### config.mk
export PLATFORM = sky130hd
export DESIGN_NAME = exe_stage_flat
export DESIGN_NICKNAME = d
export VERILOG_FILES = /design/src/rtl/exe_stage_if.sv /design/src/rtl/exe_stage.sv /design/src/flat_wrapper.sv
export SDC_FILE = /design/constraint.sdc
export NUM_CORES = 1
export LEC_CHECK = 0
export BUFFER_PORTS_ARGS = -buffer_cell sky130_fd_sc_hd__buf_2
export CAP_MARGIN = 25
export CORE_MARGIN = 2
export CORE_UTILIZATION = 47
export CTS_CLUSTER_SIZE = 20
export DETAILED_ROUTE_END_ITERATION = 10
export PLACE_DENSITY = 0.8
export SLEW_MARGIN = 5
export SYNTH_ARGS = -nofsm -noshare
export SYNTH_HDL_FRONTEND = slang
export SYNTH_SLANG_ARGS = --single-unit
### constraint.sdc
create_clock -name clk -period 2.1 [get_ports clk]
set_clock_uncertainty 0.2 [all_clocks]
set_input_delay 0 -clock clk [delete_from_list [all_inputs] [get_ports clk]]
set_output_delay 0 -clock clk [all_outputs]
set_load 0.01 [all_outputs]
### src/rtl/exe_stage_if.sv
// ID->EXE payload, EXE<->ALU operand/result path and EXE->MEM handoff.
// slave = the EXE stage itself, master = surrounding pipeline/ALU.
interface exe_stage_if #(
    parameter int ALU_OP_W = 19
);
    logic                ds_to_es_valid;
    logic                es_allowin;
    logic [ALU_OP_W-1:0] ds_alu_op;
    logic [31:0]         ds_alu_src1;
    logic [31:0]         ds_alu_src2;
    logic [4:0]          ds_dest;
    logic                ds_gr_we;
    logic                ds_res_from_mem;
    logic [31:0]         ds_pc;

    logic [ALU_OP_W-1:0] es_alu_op;
    logic [31:0]         es_alu_src1;
    logic [31:0]         es_alu_src2;
    logic                es_valid;
    logic [31:0]         alu_result;
    logic                is_div;
    logic                div_finish;

    logic                ms_allowin;
    logic                es_to_ms_valid;
    logic [31:0]         es_to_ms_result;
    logic [4:0]          es_to_ms_dest;
    logic                es_to_ms_gr_we;
    logic                es_to_ms_res_from_mem;
    logic [31:0]         es_to_ms_pc;

    logic                es_fwd_valid;
    logic [4:0]          es_fwd_dest;
    logic                es_fwd_block;
    logic                div_timeout;

    modport slave (
        input  ds_to_es_valid, ds_alu_op, ds_alu_src1, ds_alu_src2, ds_dest,
               ds_gr_we, ds_res_from_mem, ds_pc, alu_result, is_div, div_finish,
               ms_allowin,
        output es_allowin, es_alu_op, es_alu_src1, es_alu_src2, es_valid,
               es_to_ms_valid, es_to_ms_result, es_to_ms_dest, es_to_ms_gr_we,
               es_to_ms_res_from_mem, es_to_ms_pc, es_fwd_valid, es_fwd_dest,
               es_fwd_block, div_timeout
    );

    modport master (
        output ds_to_es_valid, ds_alu_op, ds_alu_src1, ds_alu_src2, ds_dest,
               ds_gr_we, ds_res_from_mem, ds_pc, alu_result, is_div, div_finish,
               ms_allowin,
        input  es_allowin, es_alu_op, es_alu_src1, es_alu_src2, es_valid,
               es_to_ms_valid, es_to_ms_result, es_to_ms_dest, es_to_ms_gr_we,
               es_to_ms_res_from_mem, es_to_ms_pc, es_fwd_valid, es_fwd_dest,
               es_fwd_block, div_timeout
    );
endinterface

### src/rtl/exe_stage.sv
// EXE pipeline stage: payload register, divide stall/hold FSM and MEM handoff.
// A divide result seen on the one-cycle div_finish pulse is captured if MEM stalls.
module exe_stage #(
    parameter int ALU_OP_W    = 19,
    parameter int DIV_TIMEOUT = 64
) (
    input  logic       clk,
    input  logic       reset,
    exe_stage_if.slave bus
);
    localparam int CNT_W = $clog2(DIV_TIMEOUT + 1);

    typedef enum logic [1:0] {DIV_IDLE, DIV_BUSY, DIV_HELD} div_state_e;

    typedef struct packed {
        logic [ALU_OP_W-1:0] alu_op;
        logic [31:0]         src1;
        logic [31:0]         src2;
        logic [4:0]          dest;
        logic                gr_we;
        logic                res_from_mem;
        logic [31:0]         pc;
    } es_payload_t;

    div_state_e  state_q, state_d;
    es_payload_t pay_q, pay_d;
    logic        es_valid_q, es_valid_d;
    logic [31:0] div_res_q, div_res_d;
    logic [CNT_W-1:0] cnt_q, cnt_d;
    logic        timeout_q, timeout_d;

    logic es_ready_go;
    logic es_allowin;
    logic load;
    logic load_div;

    assign es_ready_go = ~bus.is_div | (state_q == DIV_HELD)
                       | ((state_q == DIV_BUSY) & bus.div_finish);
    assign es_allowin  = ~es_valid_q | (es_ready_go & bus.ms_allowin);
    assign load        = bus.ds_to_es_valid & es_allowin;
    assign load_div    = load & (|bus.ds_alu_op[18:15]);

    always_comb begin
        state_d    = state_q;
        pay_d      = pay_q;
        es_valid_d = es_valid_q;
        div_res_d  = div_res_q;
        cnt_d      = cnt_q;
        timeout_d  = timeout_q;

        if (es_allowin) es_valid_d = bus.ds_to_es_valid;
        if (load) begin
            pay_d.alu_op       = bus.ds_alu_op;
            pay_d.src1         = bus.ds_alu_src1;
            pay_d.src2         = bus.ds_alu_src2;
            pay_d.dest         = bus.ds_dest;
            pay_d.gr_we        = bus.ds_gr_we;
            pay_d.res_from_mem = bus.ds_res_from_mem;
            pay_d.pc           = bus.ds_pc;
        end

        // A new divide may load in the same cycle the old one leaves.
        case (state_q)
            DIV_IDLE: if (load_div) state_d = DIV_BUSY;
            DIV_BUSY: begin
                if (bus.div_finish) begin
                    if (bus.ms_allowin) begin
                        state_d = load_div ? DIV_BUSY : DIV_IDLE;
                    end else begin
                        div_res_d = bus.alu_result;
                        state_d   = DIV_HELD;
                    end
                end
            end
            DIV_HELD: if (bus.ms_allowin) state_d = load_div ? DIV_BUSY : DIV_IDLE;
            default:  state_d = DIV_IDLE;
        endcase

        // Counts stalled BUSY cycles; saturates so the sticky flag never re-arms.
        if ((state_q == DIV_BUSY) && !bus.div_finish) begin
            if (cnt_q != CNT_W'(DIV_TIMEOUT)) cnt_d = cnt_q + 1'b1;
            if (cnt_d == CNT_W'(DIV_TIMEOUT)) timeout_d = 1'b1;
        end else begin
            cnt_d = '0;
        end
    end

    always_ff @(posedge clk) begin
        if (reset) begin
            state_q    <= DIV_IDLE;
            pay_q      <= '0;
            es_valid_q <= 1'b0;
            div_res_q  <= '0;
            cnt_q      <= '0;
            timeout_q  <= 1'b0;
        end else begin
            state_q    <= state_d;
            pay_q      <= pay_d;
            es_valid_q <= es_valid_d;
            div_res_q  <= div_res_d;
            cnt_q      <= cnt_d;
            timeout_q  <= timeout_d;
        end
    end

    assign bus.es_allowin            = es_allowin;
    assign bus.es_alu_op             = pay_q.alu_op;
    assign bus.es_alu_src1           = pay_q.src1;
    assign bus.es_alu_src2           = pay_q.src2;
    assign bus.es_valid              = es_valid_q;
    assign bus.es_to_ms_valid        = es_valid_q & es_ready_go;
    assign bus.es_to_ms_result       = (state_q == DIV_HELD) ? div_res_q : bus.alu_result;
    assign bus.es_to_ms_dest         = pay_q.dest;
    assign bus.es_to_ms_gr_we        = pay_q.gr_we;
    assign bus.es_to_ms_res_from_mem = pay_q.res_from_mem;
    assign bus.es_to_ms_pc           = pay_q.pc;
    assign bus.es_fwd_valid          = es_valid_q & pay_q.gr_we & (pay_q.dest != 5'd0);
    assign bus.es_fwd_dest           = pay_q.dest;
    assign bus.es_fwd_block          = es_valid_q & (pay_q.res_from_mem | (bus.is_div & ~es_ready_go));
    assign bus.div_timeout           = timeout_q;
endmodule

### src/flat_wrapper.sv
// flat-port wrapper written by rule: the top's interface ports become plain ports
module exe_stage_flat 
#(
    parameter int ALU_OP_W    = 19,
    parameter int DIV_TIMEOUT = 64
)
  (clk, reset, bus_ds_to_es_valid, bus_ds_alu_op, bus_ds_alu_src1, bus_ds_alu_src2, bus_ds_dest, bus_ds_gr_we, bus_ds_res_from_mem, bus_ds_pc, bus_alu_result, bus_is_div, bus_div_finish, bus_ms_allowin, bus_es_allowin, bus_es_alu_op, bus_es_alu_src1, bus_es_alu_src2, bus_es_valid, bus_es_to_ms_valid, bus_es_to_ms_result, bus_es_to_ms_dest, bus_es_to_ms_gr_we, bus_es_to_ms_res_from_mem, bus_es_to_ms_pc, bus_es_fwd_valid, bus_es_fwd_dest, bus_es_fwd_block, bus_div_timeout);
  exe_stage_if #(.ALU_OP_W(ALU_OP_W)) bus_i ();
  input  logic clk;
  input  logic reset;
  input wire logic [$bits(bus_i.ds_to_es_valid)-1:0] bus_ds_to_es_valid;
  input wire logic [$bits(bus_i.ds_alu_op)-1:0] bus_ds_alu_op;
  input wire logic [$bits(bus_i.ds_alu_src1)-1:0] bus_ds_alu_src1;
  input wire logic [$bits(bus_i.ds_alu_src2)-1:0] bus_ds_alu_src2;
  input wire logic [$bits(bus_i.ds_dest)-1:0] bus_ds_dest;
  input wire logic [$bits(bus_i.ds_gr_we)-1:0] bus_ds_gr_we;
  input wire logic [$bits(bus_i.ds_res_from_mem)-1:0] bus_ds_res_from_mem;
  input wire logic [$bits(bus_i.ds_pc)-1:0] bus_ds_pc;
  input wire logic [$bits(bus_i.alu_result)-1:0] bus_alu_result;
  input wire logic [$bits(bus_i.is_div)-1:0] bus_is_div;
  input wire logic [$bits(bus_i.div_finish)-1:0] bus_div_finish;
  input wire logic [$bits(bus_i.ms_allowin)-1:0] bus_ms_allowin;
  output wire logic [$bits(bus_i.es_allowin)-1:0] bus_es_allowin;
  output wire logic [$bits(bus_i.es_alu_op)-1:0] bus_es_alu_op;
  output wire logic [$bits(bus_i.es_alu_src1)-1:0] bus_es_alu_src1;
  output wire logic [$bits(bus_i.es_alu_src2)-1:0] bus_es_alu_src2;
  output wire logic [$bits(bus_i.es_valid)-1:0] bus_es_valid;
  output wire logic [$bits(bus_i.es_to_ms_valid)-1:0] bus_es_to_ms_valid;
  output wire logic [$bits(bus_i.es_to_ms_result)-1:0] bus_es_to_ms_result;
  output wire logic [$bits(bus_i.es_to_ms_dest)-1:0] bus_es_to_ms_dest;
  output wire logic [$bits(bus_i.es_to_ms_gr_we)-1:0] bus_es_to_ms_gr_we;
  output wire logic [$bits(bus_i.es_to_ms_res_from_mem)-1:0] bus_es_to_ms_res_from_mem;
  output wire logic [$bits(bus_i.es_to_ms_pc)-1:0] bus_es_to_ms_pc;
  output wire logic [$bits(bus_i.es_fwd_valid)-1:0] bus_es_fwd_valid;
  output wire logic [$bits(bus_i.es_fwd_dest)-1:0] bus_es_fwd_dest;
  output wire logic [$bits(bus_i.es_fwd_block)-1:0] bus_es_fwd_block;
  output wire logic [$bits(bus_i.div_timeout)-1:0] bus_div_timeout;
  assign bus_i.ds_to_es_valid = bus_ds_to_es_valid;
  assign bus_i.ds_alu_op = bus_ds_alu_op;
  assign bus_i.ds_alu_src1 = bus_ds_alu_src1;
  assign bus_i.ds_alu_src2 = bus_ds_alu_src2;
  assign bus_i.ds_dest = bus_ds_dest;
  assign bus_i.ds_gr_we = bus_ds_gr_we;
  assign bus_i.ds_res_from_mem = bus_ds_res_from_mem;
  assign bus_i.ds_pc = bus_ds_pc;
  assign bus_i.alu_result = bus_alu_result;
  assign bus_i.is_div = bus_is_div;
  assign bus_i.div_finish = bus_div_finish;
  assign bus_i.ms_allowin = bus_ms_allowin;
  assign bus_es_allowin = bus_i.es_allowin;
  assign bus_es_alu_op = bus_i.es_alu_op;
  assign bus_es_alu_src1 = bus_i.es_alu_src1;
  assign bus_es_alu_src2 = bus_i.es_alu_src2;
  assign bus_es_valid = bus_i.es_valid;
  assign bus_es_to_ms_valid = bus_i.es_to_ms_valid;
  assign bus_es_to_ms_result = bus_i.es_to_ms_result;
  assign bus_es_to_ms_dest = bus_i.es_to_ms_dest;
  assign bus_es_to_ms_gr_we = bus_i.es_to_ms_gr_we;
  assign bus_es_to_ms_res_from_mem = bus_i.es_to_ms_res_from_mem;
  assign bus_es_to_ms_pc = bus_i.es_to_ms_pc;
  assign bus_es_fwd_valid = bus_i.es_fwd_valid;
  assign bus_es_fwd_dest = bus_i.es_fwd_dest;
  assign bus_es_fwd_block = bus_i.es_fwd_block;
  assign bus_div_timeout = bus_i.div_timeout;
  exe_stage #(.ALU_OP_W(ALU_OP_W), .DIV_TIMEOUT(DIV_TIMEOUT)) u_core (.clk(clk), .reset(reset), .bus(bus_i));
endmodule
==> metrics.md <==
| Metric | Value |
|---|---|
| Via density per instance | `5.20` |
| Final Hold Fails | `0` |
| Placer Congestion | `0.794` |
| First element of the critical path | `u_core.state_q[0]` |
| Max-cap violations | `0` |
| Power density cells | `724 nW/µm²` |
| Post-DR wirelength/cell | `17.4 µm` |
| Nets | `1427` |
| Latest clock arrival within the worst-skew pair | `430 ps` |
| Standard-cell rows | `44` |
| DRC violation count after routing | `0` |
| Die outline area | `15900 µm²` |
| Global routing usage summed across all routing layers | `31.1%` |
| First-pass GRT wire length | `39600 µm` |
| Required @ worst endpoint | `1900 ps` |
| Max Buffers Root-to-Sink | `2` |
| Library cell used as clock root buffer | `sky130_fd_sc_hd__clkbuf_16` |
| Top cells by count, synth | `sky130_fd_sc_hd__nand2_1, sky130_fd_sc_hd__dfxtp_1, sky130_fd_sc_hd__mux2i_1, sky130_fd_sc_hd__clkbuf_1, sky130_fd_sc_hd__a21oi_1` |
| Setup violators final | `0` |
| Die X-Extent | `126 µm` |
| Start of the worst register-to-register path | `u_core.state_q[1]` |
| Leading cell type by number of instances after synthesis | `sky130_fd_sc_hd__nand2_1` |
| Post-synthesis cell type count | `35` |
| Post-Place Setup Slack | `183 ps` |
| Relative slew margins | `67.1%` |
| Origin of the worst min-delay path | `bus_ds_pc[13]` |
| Critical Path Sink Type | `output port` |
| Clk sink count | `165` |
| Type of the tightest min-delay check | `input port to flop` |
| Number of synthesized flops with an enable pin | `0` |
| Iteration-0 DRC Markers | `584` |
| Number of warning messages in the yosys log | `0` |
| Top cells by area, synth | `sky130_fd_sc_hd__dfxtp_1, sky130_fd_sc_hd__mux2i_1, sky130_fd_sc_hd__nand2_1` |
| Flop and latch count out of synthesis | `165` |
| Tcrit/Tclk final | `97.2%` |
| Setup TNS | `0 ps` |
| Layout cell share with drive strength beyond 1 | `31.8%` |
| Area share of the leading cell type in the synthesized netlist | `47.1%` |
| Max frequency | `0.490 GHz` |
| VDD IR-drop max | `0.571 mV` |
| Vias post-DR | `7602` |
| Number of pins with negative max-slew slack in the final report | `0` |
| Relative area change from synthesis to final layout | `58.9%` |
| TritonCTS clock tree | `built` |
| IO buf count | `324` |
| Setup ws final | `59.0 ps` |
| H-tree depth | `4` |
| Initial antenna violation count | `0` |
| Post-Synthesis Net Count | `945` |
| ANT nets after route | `0` |
| Data arrival time of the worst path | `1840 ps` |
| Vertical extent of the die | `126 µm` |
| Clock slew at reported path FFs | `70 ps` |
| Shortest period the worst path allows | `2040 ps` |
| Number of global-route vias before repair | `7943` |
| Diode count | `0` |
| Unrepaired setup endpoints after global routing | `no` |
| Library cell occupying the most area in the post-synthesis netlist | `sky130_fd_sc_hd__dfxtp_1` |
| Number of inserted filler cells in the final layout | `809` |
| Starting utilization of the core area | `48.3%` |
| Synth Flop Type | `sky130_fd_sc_hd__dfxtp_1` |
| Drt pass-1 iters | `5` |
| Placeable core region | `14500 µm²` |
| Post-synthesis sequential area ratio | `47.1%` |
| Top-level I/O count | `325` |
| Total gr overflow | `0` |
| Worst Max-Slew Pin Slew | `493 ps` |
| Static leakage | `0.00528 µW` |
| Status | `complete, no violations` |
| Worst hold slack after final layout | `165 ps` |
| Post-synthesis instance total | `783` |
| Synthesized area per cell | `8.96 µm²` |
| Total standard cell area after synthesis | `7020 µm²` |
| Total CTS buffers | `17` |
| Largest net degree at the start of global routing | `83` |
| Wire length reported by the detailed router | `25500 µm` |
| Startpoint type of the worst setup path | `flop` |
| Final HPWL DP | `13500 µm` |
| Share of flip-flops with an asynchronous set or reset after synthesis | `0%` |
| Critical path start-end classification | `flop to output port` |
| Largest driver fanout on the critical path | `35` |
per-layer routing:
metal  track usage [%]  share of wire [%]  vias up
met5                 0                  0        -
met4              16.4                4.3        0
li1                  -                  -     3525
met2              57.3                 51      414
met1              32.1                 36     3570
met3              8.20                8.1       93
repair_timing:
action                                  in CTS  in global routing
endpoints found under the hold margin      164                  0
gates resized for setup                      1                  0
endpoints found under the setup margin       1                  2
hold buffers                               183                  0
pin swaps                                    0                  1
setup buffers                                0                  2
power by group:
group / internal [µW] / switching [µW] / leakage, µW
Sequential: 3310 / 113 / 0.00135
Clock: 1940 / 1310 / 0.000294
Combinational: 717 / 676 / 0.00363
Total: 5970 / 2100 / 0.00528
stage by stage:
stage                     utilization, %  cells  cell area [µm²]  total power (µW)
after global placement              59.7   1245             8680              4500
after global routing                76.7   1462            11100              8310
after CTS                           76.6   1460            11100              8000
final                               76.7   1462            11100              8060
after floorplan                        -    783             7020              4080
after detailed placement            59.7   1245             8680              4530
cell families after synthesis:
| kind of cell | synth area share (%) |
|---|---|
| xor+xnor | 0.749 |
| fa+ha+maj | 0.499 |
| flops | 47.1 |
| simple gates | 19.2 |
| buf+inv | 5.81 |
| compound gates | 3.92 |
| mux | 22.7 |
cells in the final DEF (no fill, tap or decap), types with 2 or more instances in the layout:
cell,count
sky130_fd_sc_hd__a21oi_1,34
sky130_fd_sc_hd__a311oi_1,2
sky130_fd_sc_hd__a31oi_1,4
sky130_fd_sc_hd__and3_1,3
sky130_fd_sc_hd__buf_12,5
sky130_fd_sc_hd__buf_2,324
sky130_fd_sc_hd__buf_4,12
sky130_fd_sc_hd__bufinv_16,3
sky130_fd_sc_hd__clkbuf_1,2
sky130_fd_sc_hd__clkbuf_16,17
sky130_fd_sc_hd__clkbuf_8,2
sky130_fd_sc_hd__clkinv_2,2
sky130_fd_sc_hd__clkinv_4,3
sky130_fd_sc_hd__clkinvlp_4,2
sky130_fd_sc_hd__dfxtp_1,165
sky130_fd_sc_hd__dlygate4sd3_1,183
sky130_fd_sc_hd__ha_1,2
sky130_fd_sc_hd__inv_1,6
sky130_fd_sc_hd__inv_6,2
sky130_fd_sc_hd__mux2_2,32
sky130_fd_sc_hd__mux2i_1,123
sky130_fd_sc_hd__nand2_1,296
sky130_fd_sc_hd__nand2b_1,17
sky130_fd_sc_hd__nand3_1,2
sky130_fd_sc_hd__nor2_1,7
sky130_fd_sc_hd__nor4_1,3
sky130_fd_sc_hd__o21ai_0,2
sky130_fd_sc_hd__o41ai_1,2
sky130_fd_sc_hd__or3_1,3
sky130_fd_sc_hd__xnor2_1,4
sky130_fd_sc_hd__xor2_1,2
worst max-delay path, stage by stage (launching register included):
cell and delay (ps):
sky130_fd_sc_hd__dfxtp_1 360, sky130_fd_sc_hd__nand2b_1 170, sky130_fd_sc_hd__buf_6 320, sky130_fd_sc_hd__mux2_2 390, sky130_fd_sc_hd__buf_2 150
cell type report:
| type | instances | area, µm² | area share, % |
|---|---|---|---|
| well taps | 184 | 230 | 2.07 |
| clock inverters | 11 | 150 | 1.35 |
| repair buffers | 525 | 3650 | 32.8 |
| inverters | 7 | 31.3 | 0.281 |
| multi-input cells | 549 | 3310 | 29.7 |
| clock buffers | 21 | 460 | 4.13 |
| flip-flops and latches | 165 | 3300 | 29.6 |
flip-flops by register name (all words and copies together) (netlist names):
| register | count |
|---|---|
| u_core.bus.div_timeout | 1 |
| u_core.bus.es_to_ms_gr_we | 1 |
| u_core.div_res_q | 32 |
| u_core.bus.es_to_ms_pc | 32 |
| u_core.bus.es_valid | 1 |
| u_core.bus.es_alu_src1 | 32 |
| u_core.state_q | 2 |
| u_core.bus.es_alu_op | 19 |
| u_core.bus.es_to_ms_res_from_mem | 1 |
| u_core.bus.es_fwd_dest | 5 |
| u_core.cnt_q | 7 |
| u_core.bus.es_alu_src2 | 32 |
path summary, 6_finish.rpt:
path	slack, ps	cells after the start	endpoint
hold / removal	160	4	u_core.bus.es_to_ms_pc[13]
hold reg to reg	250	2	u_core.bus.es_alu_src2[30]
setup / recovery	60	4	bus_es_to_ms_result[31]
setup reg to reg	70	5	u_core.bus.es_alu_src1[23]
Power figures use the tool's default switching activity.
